[src/rtl/rf_wb_arbiter.sv]
// rf_wb_arbiter: shares the MIPS register-file write port (we3/wa3/wd3)
// between the pipeline writeback stage and a long-latency result FIFO.
// It also keeps a busy scoreboard of pending long-latency destinations.
// When FIFO results are starved of the port, it raises a registered stall request.
// Optional feature macro: RF_WB_BYPASS_EN. When it is defined, a result that arrives
// while the FIFO is empty and the pipeline is idle is written in the same cycle.
module rf_wb_arbiter #(
   parameter int FIFO_DEPTH = 2,
   parameter int STARVE_MAX = 4
) (
   input  logic        clk,
   input  logic        reset,
   input  logic        pwb_we,
   input  logic [4:0]  pwb_wa,
   input  logic [31:0] pwb_wd,
   input  logic        lu_issue,
   input  logic [4:0]  lu_issue_wa,
   input  logic        lu_valid,
   input  logic [4:0]  lu_wa,
   input  logic [31:0] lu_wd,
   output logic        lu_ready,
   output logic        we3,
   output logic [4:0]  wa3,
   output logic [31:0] wd3,
   output logic [31:0] busy,
   output logic        stall_req,
   output logic        issue_err
);

   localparam int PTR_W = $clog2(FIFO_DEPTH);
   localparam int CNT_W = $clog2(FIFO_DEPTH + 1);
   localparam logic [CNT_W-1:0] FULL_CNT   = CNT_W'(FIFO_DEPTH);
   localparam logic [3:0]       STARVE_LIM = 4'(STARVE_MAX);

   logic [4:0]       fifoWa_q [FIFO_DEPTH];
   logic [31:0]      fifoWd_q [FIFO_DEPTH];
   logic [PTR_W-1:0] rdPtr_q, rdPtr_d;
   logic [PTR_W-1:0] wrPtr_q, wrPtr_d;
   logic [CNT_W-1:0] count_q, count_d;
   logic [31:0]      busy_q, busy_d;
   logic [3:0]       starveCnt_q, starveCnt_d;
   logic             stallReq_q, stallReq_d;
   logic             issueErr_q, issueErr_d;

   logic             fifoEmpty;
   logic             fifoFull;
   logic             pipeGrant;
   logic             popGrant;
   logic             bypassGrant;
   logic             pushEn;
   logic [4:0]       headWa;
   logic [31:0]      headWd;
   logic [31:0]      clrMask;
   logic [31:0]      setMask;

   assign headWa    = fifoWa_q[rdPtr_q];
   assign headWd    = fifoWd_q[rdPtr_q];
   assign fifoEmpty = (count_q == '0);
   assign fifoFull  = (count_q == FULL_CNT);

   assign busy      = busy_q;
   assign stall_req = stallReq_q;
   assign issue_err = issueErr_q;

   // Port grant: pipeline first, then FIFO head, then (optionally) bypass; everything gated off in reset
   always_comb begin
      lu_ready    = reset & ~fifoFull;
      pipeGrant   = reset & pwb_we & (pwb_wa != 5'd0);
      popGrant    = reset & ~pipeGrant & ~fifoEmpty;
      bypassGrant = 1'b0;
`ifdef RF_WB_BYPASS_EN
      bypassGrant = reset & ~pipeGrant & fifoEmpty & lu_valid & (lu_wa != 5'd0);
`endif
      we3 = 1'b0;
      wa3 = 5'd0;
      wd3 = 32'd0;
      if (pipeGrant) begin
         we3 = 1'b1;
         wa3 = pwb_wa;
         wd3 = pwb_wd;
      end else if (popGrant) begin
         we3 = 1'b1;
         wa3 = headWa;
         wd3 = headWd;
      end else if (bypassGrant) begin
         we3 = 1'b1;
         wa3 = lu_wa;
         wd3 = lu_wd;
      end
      pushEn = lu_valid & lu_ready & (lu_wa != 5'd0) & ~bypassGrant;
   end

   // Next-state for FIFO pointers/occupancy, scoreboard, error flag and starvation tracking
   always_comb begin
      wrPtr_d     = wrPtr_q;
      rdPtr_d     = rdPtr_q;
      count_d     = count_q;
      clrMask     = 32'd0;
      setMask     = 32'd0;
      issueErr_d  = issueErr_q;
      starveCnt_d = starveCnt_q;

      if (pushEn) begin
         wrPtr_d = wrPtr_q + PTR_W'(1);
      end
      if (popGrant) begin
         rdPtr_d = rdPtr_q + PTR_W'(1);
      end
      if (pushEn && !popGrant) begin
         count_d = count_q + CNT_W'(1);
      end else if (!pushEn && popGrant) begin
         count_d = count_q - CNT_W'(1);
      end

      if (popGrant) begin
         clrMask[headWa] = 1'b1;
      end
      if (bypassGrant) begin
         clrMask[lu_wa] = 1'b1;
      end
      if (lu_issue && (lu_issue_wa != 5'd0)) begin
         setMask[lu_issue_wa] = 1'b1;
         if (busy_q[lu_issue_wa]) begin
            issueErr_d = 1'b1;
         end
      end
      busy_d = ((busy_q & ~clrMask) | setMask) & ~32'd1;

      if (popGrant || fifoEmpty) begin
         starveCnt_d = 4'd0;
      end else if (starveCnt_q != STARVE_LIM) begin
         starveCnt_d = starveCnt_q + 4'd1;
      end
      stallReq_d = (starveCnt_d == STARVE_LIM);
   end

   // Control state register; reset drops all queued results and reservations
   always_ff @(posedge clk or negedge reset) begin
      if (!reset) begin
         wrPtr_q     <= '0;
         rdPtr_q     <= '0;
         count_q     <= '0;
         busy_q      <= 32'd0;
         starveCnt_q <= 4'd0;
         stallReq_q  <= 1'b0;
         issueErr_q  <= 1'b0;
      end else begin
         wrPtr_q     <= wrPtr_d;
         rdPtr_q     <= rdPtr_d;
         count_q     <= count_d;
         busy_q      <= busy_d;
         starveCnt_q <= starveCnt_d;
         stallReq_q  <= stallReq_d;
         issueErr_q  <= issueErr_d;
      end
   end

   // FIFO storage needs no reset since occupancy alone decides what is valid
   always_ff @(posedge clk) begin
      if (pushEn) begin
         fifoWa_q[wrPtr_q] <= lu_wa;
         fifoWd_q[wrPtr_q] <= lu_wd;
      end
   end

endmodule
[config.mk]
export PLATFORM = sky130hd
export DESIGN_NAME = rf_wb_arbiter
export DESIGN_NICKNAME = d
export VERILOG_FILES = /design/src/rtl/rf_wb_arbiter.sv
export SDC_FILE = /design/constraint.sdc
export NUM_CORES = 1
export LEC_CHECK = 0
export ABC_CLOCK_PERIOD_IN_PS = 3540
export CAP_MARGIN = 0
export CORE_MARGIN = 2
export CORE_UTILIZATION = 30
export CTS_BUF_LIST = sky130_fd_sc_hd__clkbuf_8 sky130_fd_sc_hd__clkbuf_16
export DETAILED_ROUTE_END_ITERATION = 7
export DONT_BUFFER_PORTS = 1
export GPL_ROUTABILITY_DRIVEN = 0
export PLACE_DENSITY = 0.41
export SETUP_SLACK_MARGIN = 0.2
export SYNTH_ARGS = -nofsm -noshare
export SYNTH_HDL_FRONTEND = slang
export SYNTH_SLANG_ARGS = --single-unit
[constraint.sdc]
create_clock -name clk -period 3.54 [get_ports clk]
set_clock_uncertainty 0.2 [all_clocks]
set_input_delay 0 -clock clk [delete_from_list [all_inputs] [get_ports clk]]
set_output_delay 0 -clock clk [all_outputs]
set_load 0.05 [all_outputs]
Yosys cells after proc, flatten, opt, wreduce, memory -nomap -nowiden

Memory sizes are Yosys's and may differ from the RTL's.
Index checks and enable logic that the tools add are counted.

Register bits: 41
Bits in writable memories: 74
Input port bits: 84
Output and inout bits: 73
Memories kept: 2

Add/subtract/negate cells: 5
$lt $le $gt $ge: 4
Equal/unequal tests: 3
Multiplexer cells: 20
Bitwise logic cells: 13
Reduce and logical (&&, ||, !) cells: 14

Memory list:

| name     | words | bits a word | read ports | clocked after Yosys merged registers in | wr ports | line | source |
|---|---|---|---|---|---|---|---|
| fifoWd_q | 2     | 32          | 1          | 0                                       | 1        | 36   | `logic [31:0] fifoWd_q [FIFO_DEPTH];` |
| fifoWa_q | 2     | 5           | 1          | 0                                       | 1        | 35   | `logic [4:0] fifoWa_q [FIFO_DEPTH];` |

Operators by type and width:

| operator                                             | number |
|---|---|
| two-way mux 32 bit                                   | 4 |
| bitwise AND 32 bit                                   | 1 |
| inverter 32 bit                                      | 1 |
| bitwise OR 32 bit                                    | 1 |
| nonzero test 5 bit                                   | 3 |
| < comparator 5 x 6 -> 1 bit (second input constant)  | 2 |
| demux 1 bit (select 5 bit)                           | 2 |
| >= comparator 5 x 1 -> 1 bit (second input constant) | 2 |
| two-way mux 5 bit                                    | 2 |
| two-way mux 4 bit                                    | 2 |
| bitwise AND 1 bit                                    | 7 |
| two-way mux 1 bit                                    | 7 |
| binary-select mux 1 bit (select 5 bit)               | 1 |
| logical AND 1 bit                                    | 5 |
| adder 4 x 1 -> 4 bit (second input constant)         | 1 |
| == test 4 x 3 -> 1 bit (second input constant)       | 1 |
| two-way mux 2 bit                                    | 2 |
| != test 4 x 3 -> 1 bit (second input constant)       | 1 |
| inverter 1 bit                                       | 3 |
| adder 1 bit (second input constant)                  | 2 |
| adder 2 x 1 -> 2 bit (second input constant)         | 1 |
| == test 2 bit (second input constant)                | 1 |
| logical NOT 1 bit                                    | 2 |
| logical NOT 2 bit                                    | 1 |
| other kinds (4)                                      | 4 |

Logic depth before layout (Yosys ltp)

Word-level depth: 9
Mapped depth: 8
Depth with buffers taken out: 7

Least setup slack after synthesis

No wires, ideal clock.

Kind: register to register
Start point: register count_q[1]
End point: memory fifoWa_q[0][0], enable pin
Library setup time: 436 ps
Arrival: 2867 ps
Data required time: 2904 ps
Path slack: 37 ps
Cell stages (with the launch flop): 5
Path buffers: 0
Period minus slack after synthesis: 3503 ps
Cell sequence: dfrtp_1 -> inv_1 -> o21a_1 -> o211a_1 -> nor2b_1

Word-level cells in the longest chain between the ends: 7

Ends and longest elaborated chain:

| item                                    | line | source |
|---|---|---|
| start, declared                         | 39   | `logic [CNT_W-1:0] count_q, count_d;` |
| start signal, assigned                  | 150  | `count_q <= count_d;` |
| == test 2 bit                           | 59   | `assign fifoFull = (count_q == FULL_CNT);` |
| inverter 1 bit                          | 67   | `lu_ready = reset & ~fifoFull;` |
| bitwise AND 1 bit                       | 67   |  |
| via lu_ready                            | 21   | `output logic lu_ready,` |
| bitwise AND 1 bit (2 in a row)          | 90   | `pushEn = lu_valid & lu_ready & (lu_wa != 5'd0) & ~bypassGrant;` |
| two-way mux 1 bit                       | 160  | `if (pushEn) begin` |
| two-way mux 1 bit (not written as such) | 161  | `fifoWa_q[wrPtr_q] <= lu_wa;` |
| end, declared                           | 35   |  |

The timed path passes the listed nets, and every way through them passes these cells.

Final worst setup path

Start point: input port reset
End point: output port wd3[29]

Word-level cells in the longest chain between the ends: 7

Ends and longest elaborated chain:

| item                           | line | source |
|---|---|---|
| start, declared                | 12   | `input logic reset,` |
| bitwise AND 1 bit (2 in a row) | 68   | `pipeGrant = reset & pwb_we & (pwb_wa != 5'd0);` |
| inverter 1 bit                 | 69   | `popGrant = reset & ~pipeGrant & ~fifoEmpty;` |
| bitwise AND 1 bit (2 in a row) | 69   |  |
| two-way mux 32 bit             | 81   | `end else if (popGrant) begin` |
| two-way mux 32 bit (*)         | 77   | `if (pipeGrant) begin` |
| end, declared                  | 24   | `output logic [31:0] wd3,` |

Every way passes the cells marked *; elsewhere a longest branch is shown, timed or not.

==> qor.txt <==
outcome: complete, no violations
most common cell in the netlist: edfxtp_1
WL per Instance: 20.4 µm
CTS tree: yes
share of cells above drive strength 1: 14.3%
CP most frequent cell: dlygate4sd3_1
Clock Pin Slew Worst Setup and Hold Paths: 0.06 ns
Setup WS post-layout: 0.460 ns
initial antenna violation count: 0
Post-synth top cells: edfxtp_1 (74), o21ai_0 (68), nand2_1 (52), mux2i_1 (45), dfrtp_1 (41)
Clk network pwr share: 30.1%
max_cap viols: 0
largest family of logic cells by synthesized area: compound AO/OA/AOI/OAI gates
Bufs and invs on worst path: 3
routed via count: 3988
Mapped Avg Cell Area: 12.2 µm²
Synth Flop Type: edfxtp_1
Non-Filler Instances: 768
post-DP HPWL: 9980 µm
Hold Startpoint: reset
vias in the first global route: 4060
final-report setup violation count: 0
Starting Density: 30.3%
FP Rows: 49
core box area: 17800 µm²
Leak Pwr: 2.62 nW
largest net degree at the start of global routing: 42
Setup CP Type: input pin to output port
Clock Sinks: 115
synthesized cell area: 5400 µm²
FF+latch count, synth: 115
worst skew pair latency: 0.41 ns
kind of cell adding the most delay to the critical path: buffers and inverters
Max Buffers Root-to-Sink: 2
relative slew slack: 23.0%
Critical Path Fanout Max: 40
Mapped Cells: 443
Synth Area in XOR/XNOR: 0.972%
Pint: 0.00327 W
RSZ-0062 raised after global routing: no
DRT antenna net count: 0
top cell type by total area after synthesis: edfxtp_1
post-CTS sizing: 0
Worst EP required: 3.34 ns
IO Port Bufs: 0
total clock buffers created by CTS: 17
setup TNS: 0 ns
Final Hold Vio Count: 0
First DRT Iteration DRCs: 249
die width: 138 µm
fin crit share: 87.0%
final wirelength: 15700 µm
CTS root buffer: clkbuf_16
register share of total power: 43.1%
Slowest-stage cell, CP: o21ai_1
Fin Hold WS: 0.0243 ns
power density over the cells: 797 nW/µm²
Netlist cell types: 50
CP startpoint: reset
nature of the critical path endpoint: output port
crit-path cells: dlygate4sd3_1 -> dlygate4sd3_1 -> buf_16 -> o21ai_2 -> nand2b_2 -> o21ai_1
DP Worst Slack: 0.964 ns
Slew Viols, Final: 0
Synth Area in Simple Gates: 9.22%
CP arrival: 2.88 ns
# IOs: 157
CP startpoint kind: input pin
top-area cell type share of the netlist area: 41.1%
mux share of post-synthesis cell area: 9.59%
H-tree depth: 4
post-synthesis sequential area ratio: 60.1%
Switching Fraction: 41.7%
die height: 138 µm
Die ar.: 19100 µm²
gr usage total: 16.6%
Antenna Cells: 0
worst reg2reg path startpoint: busy[26]
minimum clock period: 3.08 ns
Ys Warns: 0
Comb power frac: 26.8%
router iterations before antenna repair: 5
switching power: 0.00234 W
Slew @ Worst Pin: 1.15 ns
DR DRC count: 0
CP max stage delay: 0.94 ns
vias per cell: 5.19
syn nets: 530
post-synthesis compound-gate area fraction: 16.2%
Max Freq: 325 MHz
Post-synth EDFFs: 74
Layout area overhead: 30.1%
ys async rst share: 35.7%
Final nets: 613
GRT Residual Overflow: 0
placed insts: 676
synth top area cells: edfxtp_1 (41%), dfrtp_1 (19%), mux2i_1 (8.3%)
first-pass GRT wire length: 24100 µm
worst min-delay path class: input pin to flop
Max rail drop VDD: 398 µV
area share of fa/ha/maj cells after synthesis: 0.695%
-- cells by family after synthesis --
| logic type | Yosys count |
|---|---|
| fa+ha+maj | 3 |
| buf+inv | 35 |
| other cells | 1 |
| simple gates | 102 |
| mux | 48 |
| compound gates | 133 |
| xor+xnor | 6 |
| flops | 115 |
-- tightest hold or removal path, cell delays in order --
cell and delay [ns]:
o21a_1 0.08, buf_4 0.19, o211a_1 0.19, xor2_1 0.14
-- what timing repair did --
| action | in CTS | in global routing |
|---|---|---|
| hold buffers | 60 | 0 |
| setup buffers | 0 | 0 |
| hold endpoints to repair | 172 | 0 |
-- metal layers --
metal	GRT usage, %	vias to the layer above	part of all wire (%)
li1	-	1878	-
met1	20.8	1949	44
met2	26.7	141	48
met3	5.20	20	5.7
met4	6.87	0	1.9
met5	0	-	0
-- sequential cells by signal, indices dropped and copies added (netlist names) --
name and flops:
busy 31, count_q 2, fifoWa_q 10, fifoWd_q 64
issue_err 1, rdPtr_q 1, stall_req 1, starveCnt_q 4
wrPtr_q 1
-- metrics by stage --
stage / total power [W] / util, % / cell area, µm²
2_1_floorplan: 0.00341 / - / 5410
3_3_place_gp: 0.00382 / 32.6 / 5810
3_5_place_dp: 0.00385 / 32.6 / 5810
4_1_cts: 0.00565 / 39.4 / 7030
5_1_grt: 0.00587 / 39.4 / 7030
6_report: 0.00560 / 39.4 / 7030
-- power by group through the flow --
stage / registers [W] / logic, W / clock network, W
2_1_floorplan: 0.00232 / 0.00110 / 0
3_3_place_gp: 0.00243 / 0.00138 / 0
3_5_place_dp: 0.00244 / 0.00140 / 0
4_1_cts: 0.00242 / 0.00151 / 0.00172
5_1_grt: 0.00245 / 0.00163 / 0.00179
6_report: 0.00241 / 0.00150 / 0.00169
-- path summary, 6_finish.rpt --
kind,to,depth (start not counted),slack [ns]
max,wd3[29],6,0.46
min,wrPtr_q,4,0.02
max reg2reg,issue_err,6,0.50
min reg2reg,wrPtr_q,1,0.34
max in group asynchronous,rdPtr_q,4,2.37
min in group asynchronous,busy[16],4,0.55
-- cell usage in the layout (no fill, tap or decap), types with 2 or more instances in the layout --
cell	synthesis	routed
inv_8	0	2
o211ai_1	9	9
o21ai_0	68	31
nor3_1	4	4
nand3_1	3	3
mux4_2	3	3
a32oi_1	3	3
mux2i_1	45	45
dfrtp_1	41	40
a21oi_1	4	4
o21ai_1	1	37
inv_6	0	10
o221ai_1	2	2
nor2_1	12	12
clkbuf_16	0	17
o2bb2ai_1	2	2
or3_1	2	2
nand3b_1	5	5
dlygate4sd3_1	0	58
edfxtp_1	74	74
buf_16	0	2
o21a_1	2	2
nand2_1	52	52
nand2b_1	5	4
inv_1	7	7
o41ai_1	31	31
nor3b_1	3	3
buf_4	1	31
o21bai_1	2	2
nor2b_1	5	4
xor2_1	2	2
ha_1	3	3
and3b_1	4	4
xnor2_1	4	4
-- cell type report --
type | count | area, µm²
Multi-Input combinational cell | 293 | 2000
Tap cell | 229 | 287
Clock buffer | 17 | 425
Sequential cell | 115 | 3250
Fill cell | 1693 | 10800
Timing Repair Buffer | 92 | 888
Clock inverter | 15 | 156
Inverter | 7 | 26.3
Note: power is estimated with default switching activity, not from simulation.
